===== src/rtl/ao4_status_capture.sv =====
// ao4_status_capture
// Samples the Ao4 gate-stage status vector {y,q,r} every clock and records
// each change together with a free-running timestamp. Records are buffered in
// a small FIFO and drained by a trace reader over a valid/ready handshake.
// Changes arriving while the FIFO is full (and no pop is happening) are
// dropped, and a sticky overflow flag is raised.
//
// Build option:
//   ST_CAP_OVF_CNT_EN - adds the ovf_count port and a saturating 8-bit
//                       count of dropped records.
module ao4_status_capture #(
  parameter  int DEPTH = 8,
  parameter  int TS_W  = 12,
  localparam int AW    = $clog2(DEPTH)
) (
  input  logic              clk,
  input  logic              rst_n,
  input  logic              en,
  input  logic              y_in,
  input  logic              q_in,
  input  logic              r_in,
  input  logic              rd_ready,
  input  logic              clr_ovf,
  output logic              rd_valid,
  output logic [TS_W+2:0]   rd_data,
  output logic [AW:0]       level,
  output logic              overflow
`ifdef ST_CAP_OVF_CNT_EN
  ,
  output logic [7:0]        ovf_count
`endif
);

  localparam int LW = AW + 1;

  // One trace record: timestamp in the upper bits, {y,q,r} in the low 3 bits.
  typedef struct packed {
    logic [TS_W-1:0] ts;
    logic [2:0]      status;
  } rec_t;

  logic [2:0]      s1_q, s1_d;
  logic [2:0]      prev_q, prev_d;
  logic [TS_W-1:0] ts_q, ts_d;
  logic [AW-1:0]   wr_ptr_q, wr_ptr_d;
  logic [AW-1:0]   rd_ptr_q, rd_ptr_d;
  logic [LW-1:0]   level_q, level_d;
  logic            overflow_q, overflow_d;

  logic            change;
  logic            empty;
  logic            full;
  logic            push;
  logic            pop;
  logic            drop;
  rec_t            wr_rec;
  rec_t            mem_q [DEPTH];

  // Two-stage status pipeline and free-running timestamp.
  always_comb begin
    s1_d   = {y_in, q_in, r_in};
    prev_d = s1_q;
    ts_d   = ts_q + TS_W'(1);
  end

  // Change detection and FIFO accept / drop decisions.
  always_comb begin
    empty         = (level_q == '0);
    full          = (level_q == LW'(DEPTH));
    change        = en & (s1_q != prev_q);
    pop           = ~empty & rd_ready;
    // A pop in the same cycle frees the slot, so a full FIFO still accepts.
    push          = change & (~full | pop);
    drop          = change & full & ~pop;
    // The record carries the timestamp of the cycle in which change is seen.
    wr_rec.ts     = ts_q;
    wr_rec.status = s1_q;
  end

  // Pointer and occupancy next-state; level is its own counter, not derived
  // from the pointers, so full and empty are unambiguous.
  always_comb begin
    // NOTE: every signal assigned here gets a default first, so no path leaves it unassigned and no latch is inferred.
    wr_ptr_d = wr_ptr_q;
    rd_ptr_d = rd_ptr_q;
    level_d  = level_q;
    if (push) wr_ptr_d = wr_ptr_q + AW'(1);
    if (pop)  rd_ptr_d = rd_ptr_q + AW'(1);
    case ({push, pop})
      2'b10:   level_d = level_q + LW'(1);
      2'b01:   level_d = level_q - LW'(1);
      default: level_d = level_q;
    endcase
  end

  // Sticky overflow; a drop in the same cycle as clr_ovf wins.
  always_comb begin
    overflow_d = overflow_q;
    if (clr_ovf) overflow_d = 1'b0;
    if (drop)    overflow_d = 1'b1;
  end

  // Control and pipeline state, cleared asynchronously.
  always_ff @(posedge clk or negedge rst_n) begin
    if (!rst_n) begin
      s1_q       <= '0;
      prev_q     <= '0;
      ts_q       <= '0;
      wr_ptr_q   <= '0;
      rd_ptr_q   <= '0;
      level_q    <= '0;
      overflow_q <= 1'b0;
    end else begin
      // NOTE: non-blocking assignments so every flop samples pre-edge values; prev_q gets the old s1_q, not the new one.
      s1_q       <= s1_d;
      prev_q     <= prev_d;
      ts_q       <= ts_d;
      wr_ptr_q   <= wr_ptr_d;
      rd_ptr_q   <= rd_ptr_d;
      level_q    <= level_d;
      overflow_q <= overflow_d;
    end
  end

  // Record storage, written at the tail on every accepted push.
  // NOTE: the storage array is deliberately not reset; level_q gates every read, so stale contents are never observed.
  always_ff @(posedge clk) begin
    if (push) mem_q[wr_ptr_q] <= wr_rec;
  end

`ifdef ST_CAP_OVF_CNT_EN
  logic [7:0] ovf_count_q, ovf_count_d;
  logic [7:0] ovf_base;

  // Saturating drop counter; clr_ovf restarts it, a same-cycle drop counts as 1.
  always_comb begin
    ovf_base    = clr_ovf ? 8'd0 : ovf_count_q;
    ovf_count_d = ovf_base;
    if (drop && (ovf_base != 8'hFF)) ovf_count_d = ovf_base + 8'd1;
  end

  // Drop counter register.
  always_ff @(posedge clk or negedge rst_n) begin
    if (!rst_n) ovf_count_q <= '0;
    else        ovf_count_q <= ovf_count_d;
  end

  assign ovf_count = ovf_count_q;
`else
  // Overflow flag only in this build; no drop counter.
`endif

  // Head record is presented only while the FIFO holds data; zero otherwise.
  assign rd_valid = ~empty;
  assign rd_data  = empty ? '0 : mem_q[rd_ptr_q];
  assign level    = level_q;
  assign overflow = overflow_q;

endmodule


===== config.mk =====
export PLATFORM = sky130hd
export DESIGN_NAME = ao4_status_capture
export DESIGN_NICKNAME = d
export VERILOG_FILES = /design/src/rtl/ao4_status_capture.sv
export SDC_FILE = /design/constraint.sdc
export NUM_CORES = 1
export LEC_CHECK = 0
export ABC_AREA = 1
export CAP_MARGIN = 20
export CELL_PAD_IN_SITES_DETAIL_PLACEMENT = 2
export CELL_PAD_IN_SITES_GLOBAL_PLACEMENT = 2
export CORE_ASPECT_RATIO = 0.7
export CORE_MARGIN = 2
export CORE_UTILIZATION = 40
export DETAILED_ROUTE_END_ITERATION = 8
export DONT_BUFFER_PORTS = 1
export PLACE_DENSITY_LB_ADDON = 0.3
export SLEW_MARGIN = 10
export SYNTH_ARGS = -nofsm -noshare
export SYNTH_HDL_FRONTEND = slang
export SYNTH_SLANG_ARGS = --single-unit

===== constraint.sdc =====
create_clock -name clk -period 2.1 [get_ports clk]
set_input_delay 0.42 -clock clk [delete_from_list [all_inputs] [get_ports clk]]
set_output_delay 0.42 -clock clk [all_outputs]
set_load 0.01 [all_outputs]

# Word-level counts from Yosys, hierarchy flattened
# Memories as Yosys holds them, arrays and structs flattened.
# Index checks and enable logic that the tools add are counted.
[totals] regBits=29 mem_bits_rw=120 in_bits=8 output_inout_bits=21 word_cells=35 memories=1
[op_classes] add_sub_neg=5 eq_ne=4 mux=6 bitwise=9 reduce_logical=3
[memory_table] name="mem_q" words=8 width=15 read_ports=1 rd_clocked_by_memory_dff=0 wr=1 line_no="57" text="rec_t mem_q [DEPTH];"
[ops] operator="2-to-1 mux 15 bit" count=1
[ops] operator="adder 12 x 1 -> 12 bit (second input constant)" count=1
[ops] operator="one-hot mux 4 bit (2 select lines)" count=1
[ops] operator="adder 3 x 1 -> 3 bit (second input constant)" count=2
[ops] operator="AND 1 bit" count=5
[ops] operator="adder 4 x 1 -> 4 bit (second input constant)" count=1
[ops] operator="equality test 4 bit (second input constant)" count=1
[ops] operator="zero test 4 bit" count=1
[ops] operator="2-to-1 mux 1 bit" count=4
[ops] operator="nonzero test 2 bit" count=2
[ops] operator="subtractor 4 x 1 -> 4 bit (second input constant)" count=1
[ops] operator="!= test 3 bit" count=1
[ops] operator="inverter 1 bit" count=3
[ops] operator="equality test 2 x 1 -> 1 bit (second input constant)" count=1
[ops] operator="equality test 2 bit (second input constant)" count=1
[ops] operator="bitwise OR 1 bit" count=1

# Logic depth before layout (Yosys ltp)
[depth] depth_word=7 depth_mapped=15 mapped_depth_nobuf=15

# Worst setup path before layout
# OpenSTA, ideal clock, no wires.
[synth_timing] path_kind="reg2reg" start="reg s1_q[0] (netlist: prev_d[0])" end="mem mem_q[4][0] in the netlist's numbering (enable)" setup_time_ns=0.386 arrival_time_ns=1.742 required_time_ns=1.714 slack_ns=-0.028 stages_incl_launch_ff=8 n_path_buf=0 period_less_slack_ns=2.128 path_cell_list="dfrtp_1 -> inv_1 -> nand2_1 -> nand2_1 -> nand3_1 -> nand3_1 -> or2_1 -> nor2_1"
[synth_via] elab_chain_cells=5
[synth_rtl] element="start, declared" line_no="42" text="logic [2:0] s1_q, s1_d;"
[synth_rtl] element="start signal, assigned" line_no="106" text="s1_q <= '0;"
[synth_rtl] element="start signal, assigned" line_no="115" text="s1_q <= s1_d;"
[synth_rtl] element="!= test 3 bit" line_no="70" text="change = en & (s1_q != prev_q);"
[synth_rtl] element="AND 1 bit" line_no="70"
[synth_rtl] element="AND 1 bit" line_no="73" text="push = change & (~full | pop);"
[synth_rtl] element="2-to-1 mux 1 bit" line_no="128" text="if (push) mem_q[wr_ptr_q] <= wr_rec;"
[synth_rtl] element="2-to-1 mux 1 bit (not written as such)" line_no="128"
[synth_rtl] element="end, declared" line_no="57"
# No other way between the ends.

# Worst setup path in the final report
[layout_timing] start="reg rd_ptr_q[0]" end="out rd_data[4]"
[layout_via] elab_chain_cells=2
[layout_rtl] element="start, declared" line_no="46" text="logic [AW-1:0] rd_ptr_q, rd_ptr_d;"
[layout_rtl] element="start signal, assigned" line_no="119" text="rd_ptr_q <= rd_ptr_d;"
[layout_rtl] element="memory read (8 x 15 bit)"
[layout_rtl] element="2-to-1 mux 15 bit" line_no="155" text="assign rd_data = empty ? '0 : mem_q[rd_ptr_q];"
[layout_rtl] element="end, declared" line_no="25" text="output logic [TS_W+2:0] rd_data,"
# No other way between the ends.

==> results.md <==
Outcome:
- The run finished, with violations left.
- The final reports fail on negative setup slack.

CTS:
- The clock network latency to the later pin of the worst-skew pair is 0.44 ns.
- TritonCTS built the clock tree.
- The tree is rooted in a sky130_fd_sc_hd__clkbuf_16.
- CTS built an H-tree with a depth of 4.
- The maximum root-to-sink buffer count is 2.
- The CTS clock-pin slew for the worst setup and hold paths is 0.06 ns.
- The number of buffers created by CTS is 17.
- The TritonCTS sink count is 149.

Die:
- In this run the core area contains 37 standard-cell rows.
- 29 I/O pins were placed.
- The standard cell core area is 0.0147 mm2.
- From bottom edge to top edge, the die measures 106 um.
- The effective utilization at floorplan is 0.408.
- The die area is 0.0160 mm2.
- The horizontal extent of the die is 150 um.

Worst setup path:
- The highest cell delay on the worst timing path is 0.38 ns.
- The number of cells on the worst reg-to-reg path is 13.
- The start-to-end type of the worst setup path is flip-flop to output pin.
- STA puts the critical path data required time at 1.68 ns.
- The critical path's slowest cell is sky130_fd_sc_hd__dfrtp_2.
- The signal on the critical path passes through buf_12 -> buf_12 -> o21ai_0 -> o22ai_1 -> o21ai_1 -> a31oi_2 -> buf_4.
- Data on the critical path arrives at its endpoint at 2.04 ns.
- The cell repeated most along the worst path is sky130_fd_sc_hd__buf_12.
- The sort of element at the end of the critical path is an output pin.
- The startpoint kind of the worst setup timing path is a flip-flop.
- The biggest fanout along the worst timing path is 14.

Detailed routing:
- The number of antenna-violating nets in the routed design is 0.
- In the final routed layout, each cell accounts on average for 30.9 um.
- Across all layers, the routed design uses 4361 vias.
- The first-pass iteration count of the detailed router is 4.
- After detailed routing, the number of vias per cell comes to 5.81.
- The total routed wirelength is 23200 um.
- For this run, design rule violations remaining after detail routing come to 0.
- The first-iteration detailed-routing DRC count is 414.

Global route:
- The global-route total usage across every layer is 0.286.
- The number of antenna violations at the first check in global routing is 0.
- The wire length of the first global-routing pass is 31500 um.
- Entering global routing, the biggest net connects 32 pins.
- The number of global-route vias before repair is 4789.
- Global routing finished with a remaining overflow of 0.

Place:
- Before CTS, the worst setup slack after placement is 0.0334 ns.
- The congestion estimate from routability-driven global placement came to 0.763.
- The instance area at placement is 0.00659 mm2.
- The total of buffers placed on input and output ports is 0.
- The estimated wirelength of the detail-placed design is 10600 um.

STA:
- The fraction of the cycle the final worst path needs is 1.17.
- The worst path in the final design needs a cycle of 2.46 ns, including I/O delays and setup.
- The final max-slew violation count was 0.
- Derived from the worst setup path, the maximum achievable clock frequency is 0.407 GHz.
- The tightest hold path in the finished design has a slack of 0.113 ns.
- The final worst clock skew is 0.0149 ns.
- The number of setup violations in the final report is 15.
- The number of failing hold endpoints at the final stage is 0.
- Once routing completed, OpenROAD measured the worst setup slack at -0.359 ns.
- At the pin with the least slew margin, the transition time is 0.516 ns.
- Setup repair after global routing could not meet its margin everywhere.
- The tightest slew margin relative to the limit is 0.656.

Power:
- The internal power of the cells totals 8.25 mW.
- Of the total power, registers draw 0.288.
- The worst-case IR drop observed on VDD is 0.783 mV.
- Of the total power, combinational logic draws 0.445.
- Of the total power, the share spent switching nets is 0.369.
- Of the total power, the clock network draws 0.266.
- In this run the power density over the cells is 1620 mW/mm2.
- For this design the static power due to leakage is 3.03 nW.
- The net switching component of the power is 4.83 mW.

Logic synthesis:
- The mapped netlist covers 0.00599 mm2.
- Yosys printed 0 warnings.
- The gate count after technology mapping is 476.
- The mean cell area of the mapped netlist is 12.6 um2.
- The count of different cell masters after synthesis is 30.
- In this run, synthesis inferred 120 flip-flops with an integrated enable.
- When the netlist entered floorplanning its net count stood at 490.
- The async set-reset flop share out of synthesis is 0.195.
- Of the synthesized area, sequential elements account for 0.723.
- In this run, synthesis produced a sequential element count of 149.
- The top flip-flop cell by instance count after synthesis is sky130_fd_sc_hd__edfxtp_1.

Min path:
- The number of cells traversed by the worst hold path is 1.
- The class of the worst hold path is input port to flip-flop.

Layout:
- In the layout the commonest cells are sky130_fd_sc_hd__edfxtp_1 (120), sky130_fd_sc_hd__nor2_1 (77), sky130_fd_sc_hd__o21ai_1 (40).
- In the final layout, the share of cells above drive strength 1 is 0.315.
- For this run, the share of the core covered by cells in the final layout is 0.552.
- The library cell used most frequently in the layout, excluding fill and tap cells, is sky130_fd_sc_hd__edfxtp_1.
- The antenna cell count is 0.
- At the end of the flow, the number of nets in the layout was 557.
- The final-layout fill cell count is 1310.
- The post-layout instance area is 0.00810 mm2.
- The area growth from synthesis to layout is 35.3%.

Job:
- Across the run, the number of max-cap violations was 0.
synthesized netlist by cell type (8+ instances only):
| cell type | n | area (um2) |
|---|---|---|
| sky130_fd_sc_hd__a31oi_1 | 15 | 93.8 |
| sky130_fd_sc_hd__dfrtp_1 | 29 | 726 |
| sky130_fd_sc_hd__clkbuf_1 | 10 | 37.5 |
| sky130_fd_sc_hd__nand3_1 | 8 | 40.0 |
| sky130_fd_sc_hd__o21ai_1 | 9 | 45.0 |
| sky130_fd_sc_hd__edfxtp_1 | 120 | 3600 |
| sky130_fd_sc_hd__inv_1 | 21 | 78.8 |
| sky130_fd_sc_hd__xor2_1 | 10 | 87.6 |
| sky130_fd_sc_hd__buf_2 | 9 | 45.0 |
| sky130_fd_sc_hd__nand2_1 | 24 | 90.1 |
| sky130_fd_sc_hd__nor2_1 | 101 | 379 |
| sky130_fd_sc_hd__o21ai_0 | 69 | 345 |
| sky130_fd_sc_hd__o22ai_1 | 16 | 100 |
sequential cells by signal, indices dropped and copies added, names as in the netlist:
signal,count
prev_d,3
level,4
rd_ptr_q,3
mem_q,120
overflow,1
ts_q,12
prev_q,3
wr_ptr_q,3
cells by family (layout without fill, tap and decap cells):
group	count (synthesis)	after routing	synth area share
AO/OA/AOI/OAI	110	110	0.0984
XOR/XNOR	16	16	0.0247
adder cells (fa/ha/maj)	6	6	0.0138
buffers and inverters	46	126	0.0324
flip-flops	149	149	0.723
AND/OR/NAND/NOR	149	149	0.108
repair_timing:
item | in CTS | in global routing
pin swaps | 13 | 30
setup buffers | 4 | 4
endpoints found under the hold margin | 29 | 3
gates cloned | 8 | 3
hold buffers | 2 | 3
endpoints found under the setup margin | 32 | 135
resized for setup | 51 | 103
cell type report:
type                    instances  area [um2]  area share
clock inverters                11         196      0.0242
inverters                      23         115      0.0142
repair buffers                 71         967       0.119
multi-input cells             281        1790       0.221
clock buffers                  21         460      0.0568
well taps                     195         244      0.0301
flip-flops and latches        149        4330       0.535
worst max-delay path: cells and delay by family, from the launching register on:
family / cells / cell delay [ns]
flops: 1 / 0.38
compound gates: 4 / 0.73
buf+inv: 3 / 0.50
power groups by stage:
stage	logic, mW	registers, mW	clock network [mW]
2_1_floorplan	2.03	3.74	0
3_3_place_gp	3.51	3.73	0
4_1_cts	4.82	3.73	3.48
6_report	5.83	3.77	3.49
5_1_grt	6.14	3.80	3.63
3_5_place_dp	3.74	3.77	0
stage by stage:
| stage | total power [mW] | instances | TNS, ns |
|---|---|---|---|
| 2_1_floorplan | 5.77 | 476 | -1.68 |
| 3_3_place_gp | 7.24 | 695 | 0 |
| 3_5_place_dp | 7.51 | 695 | 0 |
| 4_1_cts | 12.0 | 741 | -3.45 |
| 5_1_grt | 13.6 | 751 | -5.77 |
| 6_report | 13.1 | 751 | -3.83 |
layer usage:
metal | wire (um) | track usage
met1 | 9630 | 0.353
met2 | 11900 | 0.492
met3 | 1120 | 0.0554
met4 | 585 | 0.120
met5 | 0 | 0
worst paths after layout:
path	start	endpoint	slack [ns]
setup / recovery	rd_ptr_q[0]$_DFFE_PN0P_	rd_data[4]	-0.36
hold / removal	clr_ovf	overflow$_DFFE_PN0P_	0.11
setup reg to reg	level[0]$_DFFE_PN0P_	level[3]$_DFFE_PN0P_	0.05
hold reg to reg	prev_d[0]$_DFF_PN0_	prev_q[0]$_DFF_PN0_	0.47
max in group asynchronous	rst_n	rd_ptr_q[1]$_DFFE_PN0P_	1.43
min in group asynchronous	rst_n	prev_q[0]$_DFF_PN0_	0.45
Power figures use the tool's default switching activity.
